<file path="src/rtl/dm_access_if.sv">
// Request/response and data-memory port bundle of the data-memory access unit.
// The unit connects through the slave modport; the requester/memory side uses master.
interface dm_access_if;
  logic        req_valid;
  logic        req_ready;
  logic        req_we;
  logic [1:0]  req_size;
  logic        req_sext;
  logic [31:0] req_addr;
  logic [31:0] req_wdata;
  logic [31:0] req_pc;
  logic [4:0]  req_rd;

  logic [31:0] m_data_addr;
  logic [31:0] m_data_rdata;
  logic [31:0] m_data_wdata;
  logic [3:0]  m_data_byteen;
  logic [31:0] m_inst_addr;

  logic        rsp_valid;
  logic [31:0] rsp_rdata;
  logic [4:0]  rsp_rd;
  logic [31:0] rsp_pc;
  logic        rsp_exc;

  // Request: transfer on a rising edge with req_valid && req_ready; the requester holds
  // req_valid and its fields until then. Response: rsp_valid is a one-cycle pulse with no
  // back-pressure; rsp_rdata/rsp_rd/rsp_pc/rsp_exc hold their values between pulses.
  modport slave (
    input  req_valid, req_we, req_size, req_sext, req_addr, req_wdata, req_pc, req_rd,
    input  m_data_rdata,
    output req_ready,
    output m_data_addr, m_data_wdata, m_data_byteen, m_inst_addr,
    output rsp_valid, rsp_rdata, rsp_rd, rsp_pc, rsp_exc
  );

  modport master (
    output req_valid, req_we, req_size, req_sext, req_addr, req_wdata, req_pc, req_rd,
    output m_data_rdata,
    input  req_ready,
    input  m_data_addr, m_data_wdata, m_data_byteen, m_inst_addr,
    input  rsp_valid, rsp_rdata, rsp_rd, rsp_pc, rsp_exc
  );
endinterface

</file>
<file path="src/rtl/dm_access_unit.sv">
// Load/store initiator for the data-memory port: lane-aligned stores, fixed-latency loads.
// Optional feature macro MISALIGN_CHK_EN: misaligned half/word accesses return rsp_exc=1.
module dm_access_unit #(
  parameter int unsigned RD_LAT = 0
) (
  input  logic           clk,
  input  logic           reset,
  dm_access_if.slave     bus,
  output logic [1:0]     dbg_state_o
);

  typedef enum logic [1:0] {
    S_IDLE   = 2'd0,
    S_ACCESS = 2'd1,
    S_RESP   = 2'd2
  } state_e;

  state_e      state_q, state_d;
  logic [3:0]  cnt_q, cnt_d;

  logic        we_q;
  logic [1:0]  size_q;
  logic        sext_q;
  logic [1:0]  lane_q;
  logic [4:0]  rd_q;
  logic [31:0] pc_q;
  logic [3:0]  be_q;
  logic [31:0] wdata_q;
  logic [31:0] m_addr_q;
  logic [31:0] m_pc_q;
  logic [31:0] rsp_rdata_q;
  logic [4:0]  rsp_rd_q;
  logic [31:0] rsp_pc_q;

  logic        accept;
  logic        misalign;
  logic        lat_done;
  logic        load_done;
  logic [3:0]  be_calc;
  logic [31:0] wdata_rep;
  logic [7:0]  ld_byte;
  logic [15:0] ld_half;
  logic [31:0] load_ext;

  assign accept    = bus.req_valid && (state_q == S_IDLE);
  assign lat_done  = (cnt_q == 4'(RD_LAT));
  assign load_done = (state_q == S_ACCESS) && !we_q && lat_done;

`ifdef MISALIGN_CHK_EN
  logic rsp_exc_q;
  assign misalign = ((bus.req_size == 2'd1) && bus.req_addr[0]) ||
                    (bus.req_size[1] && (bus.req_addr[1:0] != 2'b00));
  assign bus.rsp_exc = rsp_exc_q;
`else
  assign misalign    = 1'b0;
  assign bus.rsp_exc = 1'b0;
`endif

  // Lane decode of the incoming request; half and word ignore the low address bits.
  always_comb begin
    be_calc   = 4'b1111;
    wdata_rep = bus.req_wdata;
    case (bus.req_size)
      2'd0: begin
        be_calc   = 4'b0001 << bus.req_addr[1:0];
        wdata_rep = {4{bus.req_wdata[7:0]}};
      end
      2'd1: begin
        be_calc   = bus.req_addr[1] ? 4'b1100 : 4'b0011;
        wdata_rep = {2{bus.req_wdata[15:0]}};
      end
      default: begin
        be_calc   = 4'b1111;
        wdata_rep = bus.req_wdata;
      end
    endcase
  end

  always_comb begin
    ld_byte = bus.m_data_rdata[7:0];
    case (lane_q)
      2'd0:    ld_byte = bus.m_data_rdata[7:0];
      2'd1:    ld_byte = bus.m_data_rdata[15:8];
      2'd2:    ld_byte = bus.m_data_rdata[23:16];
      default: ld_byte = bus.m_data_rdata[31:24];
    endcase
    ld_half = lane_q[1] ? bus.m_data_rdata[31:16] : bus.m_data_rdata[15:0];
    case (size_q)
      2'd0:    load_ext = {{24{sext_q & ld_byte[7]}}, ld_byte};
      2'd1:    load_ext = {{16{sext_q & ld_half[15]}}, ld_half};
      default: load_ext = bus.m_data_rdata;
    endcase
  end

  // FSM: state register
  always_ff @(posedge clk or negedge reset) begin
    if (!reset) begin
      state_q <= S_IDLE;
      cnt_q   <= 4'd0;
    end else begin
      state_q <= state_d;
      cnt_q   <= cnt_d;
    end
  end

  // FSM: next state
  always_comb begin
    state_d = state_q;
    cnt_d   = cnt_q;
    case (state_q)
      S_IDLE: begin
        cnt_d = 4'd0;
        if (accept) state_d = misalign ? S_RESP : S_ACCESS;
      end
      S_ACCESS: begin
        if (we_q) begin
          state_d = S_IDLE;
        end else if (lat_done) begin
          state_d = S_RESP;
          cnt_d   = 4'd0;
        end else begin
          cnt_d = cnt_q + 4'd1;
        end
      end
      S_RESP:  state_d = S_IDLE;
      default: state_d = S_IDLE;
    endcase
  end

  // FSM: outputs. byteen comes straight from state so reset kills a store at once.
  always_comb begin
    bus.req_ready     = (state_q == S_IDLE);
    bus.rsp_valid     = (state_q == S_RESP);
    bus.m_data_byteen = ((state_q == S_ACCESS) && we_q) ? be_q : 4'b0000;
    dbg_state_o       = state_q;
  end

  always_ff @(posedge clk or negedge reset) begin
    if (!reset) begin
      we_q        <= 1'b0;
      size_q      <= 2'd0;
      sext_q      <= 1'b0;
      lane_q      <= 2'd0;
      rd_q        <= 5'd0;
      pc_q        <= 32'd0;
      be_q        <= 4'd0;
      wdata_q     <= 32'd0;
      m_addr_q    <= 32'd0;
      m_pc_q      <= 32'd0;
      rsp_rdata_q <= 32'd0;
      rsp_rd_q    <= 5'd0;
      rsp_pc_q    <= 32'd0;
`ifdef MISALIGN_CHK_EN
      rsp_exc_q   <= 1'b0;
`endif
    end else begin
      if (accept) begin
        we_q   <= bus.req_we;
        size_q <= bus.req_size;
        sext_q <= bus.req_sext;
        lane_q <= bus.req_addr[1:0];
        rd_q   <= bus.req_rd;
        pc_q   <= bus.req_pc;
        be_q   <= be_calc;
        // The port address only moves for accesses that actually reach memory.
        if (!misalign) begin
          m_addr_q <= bus.req_addr;
          m_pc_q   <= bus.req_pc;
          wdata_q  <= wdata_rep;
        end
`ifdef MISALIGN_CHK_EN
        else begin
          rsp_rdata_q <= 32'd0;
          rsp_rd_q    <= bus.req_rd;
          rsp_pc_q    <= bus.req_pc;
          rsp_exc_q   <= 1'b1;
        end
`endif
      end
      if (load_done) begin
        rsp_rdata_q <= load_ext;
        rsp_rd_q    <= rd_q;
        rsp_pc_q    <= pc_q;
`ifdef MISALIGN_CHK_EN
        rsp_exc_q   <= 1'b0;
`endif
      end
    end
  end

  assign bus.m_data_addr  = m_addr_q;
  assign bus.m_inst_addr  = m_pc_q;
  assign bus.m_data_wdata = wdata_q;
  assign bus.rsp_rdata    = rsp_rdata_q;
  assign bus.rsp_rd       = rsp_rd_q;
  assign bus.rsp_pc       = rsp_pc_q;

endmodule

</file>
<file path="src/flat_wrapper.sv">
// flat-port wrapper written by rule: the top's interface ports become plain ports
module dm_access_unit_flat 
#(
  parameter int unsigned RD_LAT = 0
)
  (clk, reset, dbg_state_o, bus_req_valid, bus_req_we, bus_req_size, bus_req_sext, bus_req_addr, bus_req_wdata, bus_req_pc, bus_req_rd, bus_m_data_rdata, bus_req_ready, bus_m_data_addr, bus_m_data_wdata, bus_m_data_byteen, bus_m_inst_addr, bus_rsp_valid, bus_rsp_rdata, bus_rsp_rd, bus_rsp_pc, bus_rsp_exc);
  dm_access_if bus_i ();
  input  logic clk;
  input  logic reset;
  output logic [1:0] dbg_state_o;
  input wire logic [$bits(bus_i.req_valid)-1:0] bus_req_valid;
  input wire logic [$bits(bus_i.req_we)-1:0] bus_req_we;
  input wire logic [$bits(bus_i.req_size)-1:0] bus_req_size;
  input wire logic [$bits(bus_i.req_sext)-1:0] bus_req_sext;
  input wire logic [$bits(bus_i.req_addr)-1:0] bus_req_addr;
  input wire logic [$bits(bus_i.req_wdata)-1:0] bus_req_wdata;
  input wire logic [$bits(bus_i.req_pc)-1:0] bus_req_pc;
  input wire logic [$bits(bus_i.req_rd)-1:0] bus_req_rd;
  input wire logic [$bits(bus_i.m_data_rdata)-1:0] bus_m_data_rdata;
  output wire logic [$bits(bus_i.req_ready)-1:0] bus_req_ready;
  output wire logic [$bits(bus_i.m_data_addr)-1:0] bus_m_data_addr;
  output wire logic [$bits(bus_i.m_data_wdata)-1:0] bus_m_data_wdata;
  output wire logic [$bits(bus_i.m_data_byteen)-1:0] bus_m_data_byteen;
  output wire logic [$bits(bus_i.m_inst_addr)-1:0] bus_m_inst_addr;
  output wire logic [$bits(bus_i.rsp_valid)-1:0] bus_rsp_valid;
  output wire logic [$bits(bus_i.rsp_rdata)-1:0] bus_rsp_rdata;
  output wire logic [$bits(bus_i.rsp_rd)-1:0] bus_rsp_rd;
  output wire logic [$bits(bus_i.rsp_pc)-1:0] bus_rsp_pc;
  output wire logic [$bits(bus_i.rsp_exc)-1:0] bus_rsp_exc;
  assign bus_i.req_valid = bus_req_valid;
  assign bus_i.req_we = bus_req_we;
  assign bus_i.req_size = bus_req_size;
  assign bus_i.req_sext = bus_req_sext;
  assign bus_i.req_addr = bus_req_addr;
  assign bus_i.req_wdata = bus_req_wdata;
  assign bus_i.req_pc = bus_req_pc;
  assign bus_i.req_rd = bus_req_rd;
  assign bus_i.m_data_rdata = bus_m_data_rdata;
  assign bus_req_ready = bus_i.req_ready;
  assign bus_m_data_addr = bus_i.m_data_addr;
  assign bus_m_data_wdata = bus_i.m_data_wdata;
  assign bus_m_data_byteen = bus_i.m_data_byteen;
  assign bus_m_inst_addr = bus_i.m_inst_addr;
  assign bus_rsp_valid = bus_i.rsp_valid;
  assign bus_rsp_rdata = bus_i.rsp_rdata;
  assign bus_rsp_rd = bus_i.rsp_rd;
  assign bus_rsp_pc = bus_i.rsp_pc;
  assign bus_rsp_exc = bus_i.rsp_exc;
  dm_access_unit #(.RD_LAT(RD_LAT)) u_core (.clk(clk), .reset(reset), .bus(bus_i), .dbg_state_o(dbg_state_o));
endmodule
</file>
<file path="config.mk">
export PLATFORM = sky130hd
export DESIGN_NAME = dm_access_unit_flat
export DESIGN_NICKNAME = d
export VERILOG_FILES = /design/src/rtl/dm_access_if.sv /design/src/rtl/dm_access_unit.sv /design/src/flat_wrapper.sv
export SDC_FILE = /design/constraint.sdc
export NUM_CORES = 1
export LEC_CHECK = 0
export ABC_CLOCK_PERIOD_IN_PS = 1600
export BUFFER_PORTS_ARGS = -buffer_cell sky130_fd_sc_hd__buf_2
export CELL_PAD_IN_SITES_DETAIL_PLACEMENT = 1
export CELL_PAD_IN_SITES_GLOBAL_PLACEMENT = 2
export CORE_MARGIN = 3
export CORE_UTILIZATION = 27
export DETAILED_ROUTE_END_ITERATION = 10
export PLACE_DENSITY_LB_ADDON = 0.3
export RECOVER_POWER = 25
export SYNTH_ARGS = -nofsm -noshare
export SYNTH_HDL_FRONTEND = slang
export SYNTH_SLANG_ARGS = --single-unit
</file>
<file path="constraint.sdc">
create_clock -name clk -period 1.6 [get_ports clk]
set_input_delay 0.4 -clock clk [delete_from_list [all_inputs] [get_ports clk]]
set_output_delay 0.4 -clock clk [all_outputs]
set_load 0.02 [all_outputs]
</file>
==> key figures <==
STA
  • Fmax: 530 MHz
  • Final Skew: 13.0 ps
  • Hold WS: 155 ps
  • Setup tns final: -4870 ps
  • Setup ws final: -286 ps
  • Unrepaired setup endpoints after global routing: yes
  • Final hold vios: 0
  • Final max-slew violation count: 0
  • # setup viols final: 101
  • Shortest period the worst path allows: 1890 ps
  • Slew @ Worst Pin: 1020 ps
  • Post-route clock period utilization: 1.18
  • Rel. slew slack: 0.321

Clocking
  • CTS max path bufs: 2
  • Root buf cell: clkbuf_16
  • Clock insertion delay at the later pin of the skew report: 430 ps
  • TritonCTS clock tree: yes
  • Clk pin slew, worst setup/hold paths: 80 ps
  • Num CTS Buffers: 17
  • Sink Count: 184
  • H-tree levels: 4

Finish
  • Layout cell share with drive strength beyond 1: 0.386
  • Filler cells: 3338
  • Number of diodes: 0
  • Fin nets: 1361
  • Area added between synthesis and finish: 47.2%
  • Commonest non-fill, non-tap cells in the layout: nand2_1 (377), buf_2 (304), dfrtp_1 (182)
  • Multi-input logic area: 3140 um^2
  • Commonest non-fill, non-tap cell in the layout: nand2_1
  • Reg area: 4610 um^2
  • Post-route cell area: 11600 um^2
  • Final Non-Filler Cells: 1610

Die
  • Core area: 28200 um^2
  • Initial Utilization: 0.278
  • Num rows: 61
  • Die area: 31200 um^2
  • Die span in y: 177 um
  • Die width: 177 um
  • IO Pins: 314

Worst setup path
  • Crit path to: bus_m_data_byteen[0]
  • Cell Chain, Critical Path: buf_6 -> and3b_2 -> and2_4 -> buf_6
  • Setup CP Type: register to output pin
  • Critical Path Max Stage Delay: 400 ps
  • Buf/Inv on CP: 2
  • Critical Path AT: 1490 ps
  • Worst reg2reg path startpoint: u_core.dbg_state_o[1]
  • Most frequent CP cell: buf_6
  • Critical path startpoint: u_core.dbg_state_o[1]
  • Crit path max fanout: 4
  • Worst setup SP type: register
  • Worst R2R End: u_core.bus.rsp_rdata[28]
  • Worst Reg2Reg Path Length in Cells: 7
  • Family with the most delay on the worst path: simple AND/OR/NAND/NOR gates
  • Flop-to-flop setup slack: -90 ps
  • Critical path's slowest cell: dfrtp_1
  • CP endpoint kind: output pin
  • CP Depth: 4
  • Required time worst endpoint: 1200 ps

Routing
  • Antenna Nets Post-Route: 0
  • DRC: 0
  • Routed wire per std cell: 19.8 um
  • Vias/cell: 4.54
  • DR pass1 iterations: 4
  • Initial DRC Count: 279
  • Via count: 7317
  • Final WL: 31900 um

Global routing
  • Largest net degree at the start of global routing: 81
  • Tot GR Track Use: 0.174
  • Vias in the first global route: 7435
  • Global-route wire length before repair: 42600 um
  • Initial antenna violation count: 3
  • Grt total ovfl: 0

Run status
  • Status: finished with violations
  • Failing checks: setup timing

Place
  • Placed Area: 10000 um^2
  • Port bufs: 312
  • Detail Placement HPWL: 19800 um
  • Post-Place Cells: 1534
  • GP Congestion: 0.775
  • Setup WS pre-CTS: 14.1 ps

Yosys
  • Synth Cell Area: 7860 um^2
  • Syn Area/Cell: 9.10 um^2
  • Post-synth top flop: dfrtp_1
  • Ranking of synthesized cells by area: dfrtp_1 (59%), nand2_1 (19%), mux2i_1 (4.1%)
  • Post-synth top area cell: dfrtp_1
  • Number of synthesis warnings: 0
  • Fraction of registers with async set/reset: 1.00
  • Post-Syn Nets: 1006
  • Synth Register Bits: 184
  • Number of synthesized flops with an enable pin: 0
  • Post-synth top area share: 0.586
  • Distinct cells, synth: 44
  • Cell count after synthesis: 864
  • Sequential share of the synthesized area: 0.586

Hold path
  • Hold Path Class: input pin to register

Flow run
  • Max_cap viols: 0

Power
  • Worst vdd ir: 0.624 mV
  • Power Density: 1810 nW/um^2
  • Leak: 6.16 nW
## how the worst min path moves through the flow
stage | end | cells past startpoint | from
2_1_floorplan | u_core.be_q[0] | 0 | reset
3_3_place_gp | u_core.bus.rsp_rdata[19] | 1 | reset
3_5_place_dp | u_core.bus.rsp_rdata[21] | 1 | reset
4_1_cts | u_core.bus.m_data_addr[19] | 3 | bus_req_addr[19]
5_1_grt | u_core.bus.m_data_addr[13] | 3 | bus_req_addr[13]
6_report | u_core.bus.m_data_addr[13] | 3 | bus_req_addr[13]
## what timing repair did
item,CTS,global route
pin swaps,7,7
setup endpoints to repair,6,152
setup buffers,3,9
hold endpoints to repair,27,0
cloned,0,31
resized for setup,23,80
hold buffers,1,0
## synthesized netlist by cell type (2+ instances only)
| cell | n |
|---|---|
| o21ai_0 | 35 |
| o21ai_1 | 9 |
| nand2b_1 | 4 |
| a221oi_1 | 9 |
| a21oi_2 | 10 |
| a31oi_1 | 6 |
| nor3b_1 | 3 |
| nor2_1 | 41 |
| clkbuf_1 | 15 |
| buf_2 | 30 |
| nor4bb_1 | 4 |
| dfrtp_1 | 184 |
| inv_2 | 2 |
| o22a_1 | 4 |
| a2bb2oi_1 | 2 |
| mux2i_1 | 32 |
| buf_6 | 2 |
| and2_1 | 7 |
| a21oi_1 | 29 |
| a21o_1 | 3 |
| inv_1 | 3 |
| or3_1 | 2 |
| ha_1 | 2 |
| buf_4 | 5 |
| nand2_1 | 401 |
| o21bai_1 | 2 |
## metal layers
| layer | wire [um] | global-route usage | vias up |
|---|---|---|---|
| met5 | 34 | 0 | - |
| met4 | 418 | 0.0455 | 6 |
| met3 | 1960 | 0.0504 | 33 |
| met2 | 16000 | 0.288 | 209 |
| met1 | 13500 | 0.224 | 3576 |
| li1 | - | - | 3493 |
## final cells by class
class                           count  share of cell area
Clock buffer                       17              0.0367
Inverter                            5             0.00162
Clock inverter                     15              0.0157
Sequential cell                   184               0.398
Timing Repair Buffer              386               0.236
Multi-Input combinational cell    625               0.271
Tap cell                          378              0.0409
## registers in the layout, indices dropped and copies added, names as in the netlist, 2 cells and up
| name | count |
|---|---|
| u_core.bus.rsp_pc | 32 |
| u_core.bus.m_data_wdata | 32 |
| u_core.size_q | 2 |
| u_core.cnt_q | 4 |
| u_core.rd_q | 5 |
| u_core.bus.m_data_addr | 32 |
| u_core.dbg_state_o | 2 |
| u_core.bus.rsp_rd | 5 |
| u_core.be_q | 4 |
| u_core.bus.rsp_rdata | 32 |
| u_core.pc_q | 32 |
## through the flow
step	total power, W	utilization
2_1_floorplan	0.0122	-
3_3_place_gp	0.0154	0.355
3_5_place_dp	0.0155	0.355
4_1_cts	0.0202	0.380
5_1_grt	0.0224	0.410
6_report	0.0210	0.410
## worst register-to-register path, stage by stage, from the launching register on
cell,delay [ps]
dfrtp_1,400
buf_4,140
nor3b_2,250
nand3_2,140
buf_4,180
a211oi_4,190
buf_12,190
a21oi_1,90
## kinds of logic after synthesis
group / share of synthesized area
AOI/OAI and AO/OA: 0.0910
xor gates and xnor gates: 0.00111
adders and majority gates: 0.00318
buffers and inverters: 0.0368
DFF: 0.586
muxes: 0.0407
other: 0.000477
and+or+nand+nor: 0.241
## power by group
part / leakage [nW] / switching, W / internal (W) / total, W
combinational: 3.61 / 0.00568 / 0.00339 / 0.00907
clock: 0.298 / 0.00216 / 0.00226 / 0.00442
sequential: 2.25 / 0.00109 / 0.00638 / 0.00747
(Power assumes the default switching activity.)
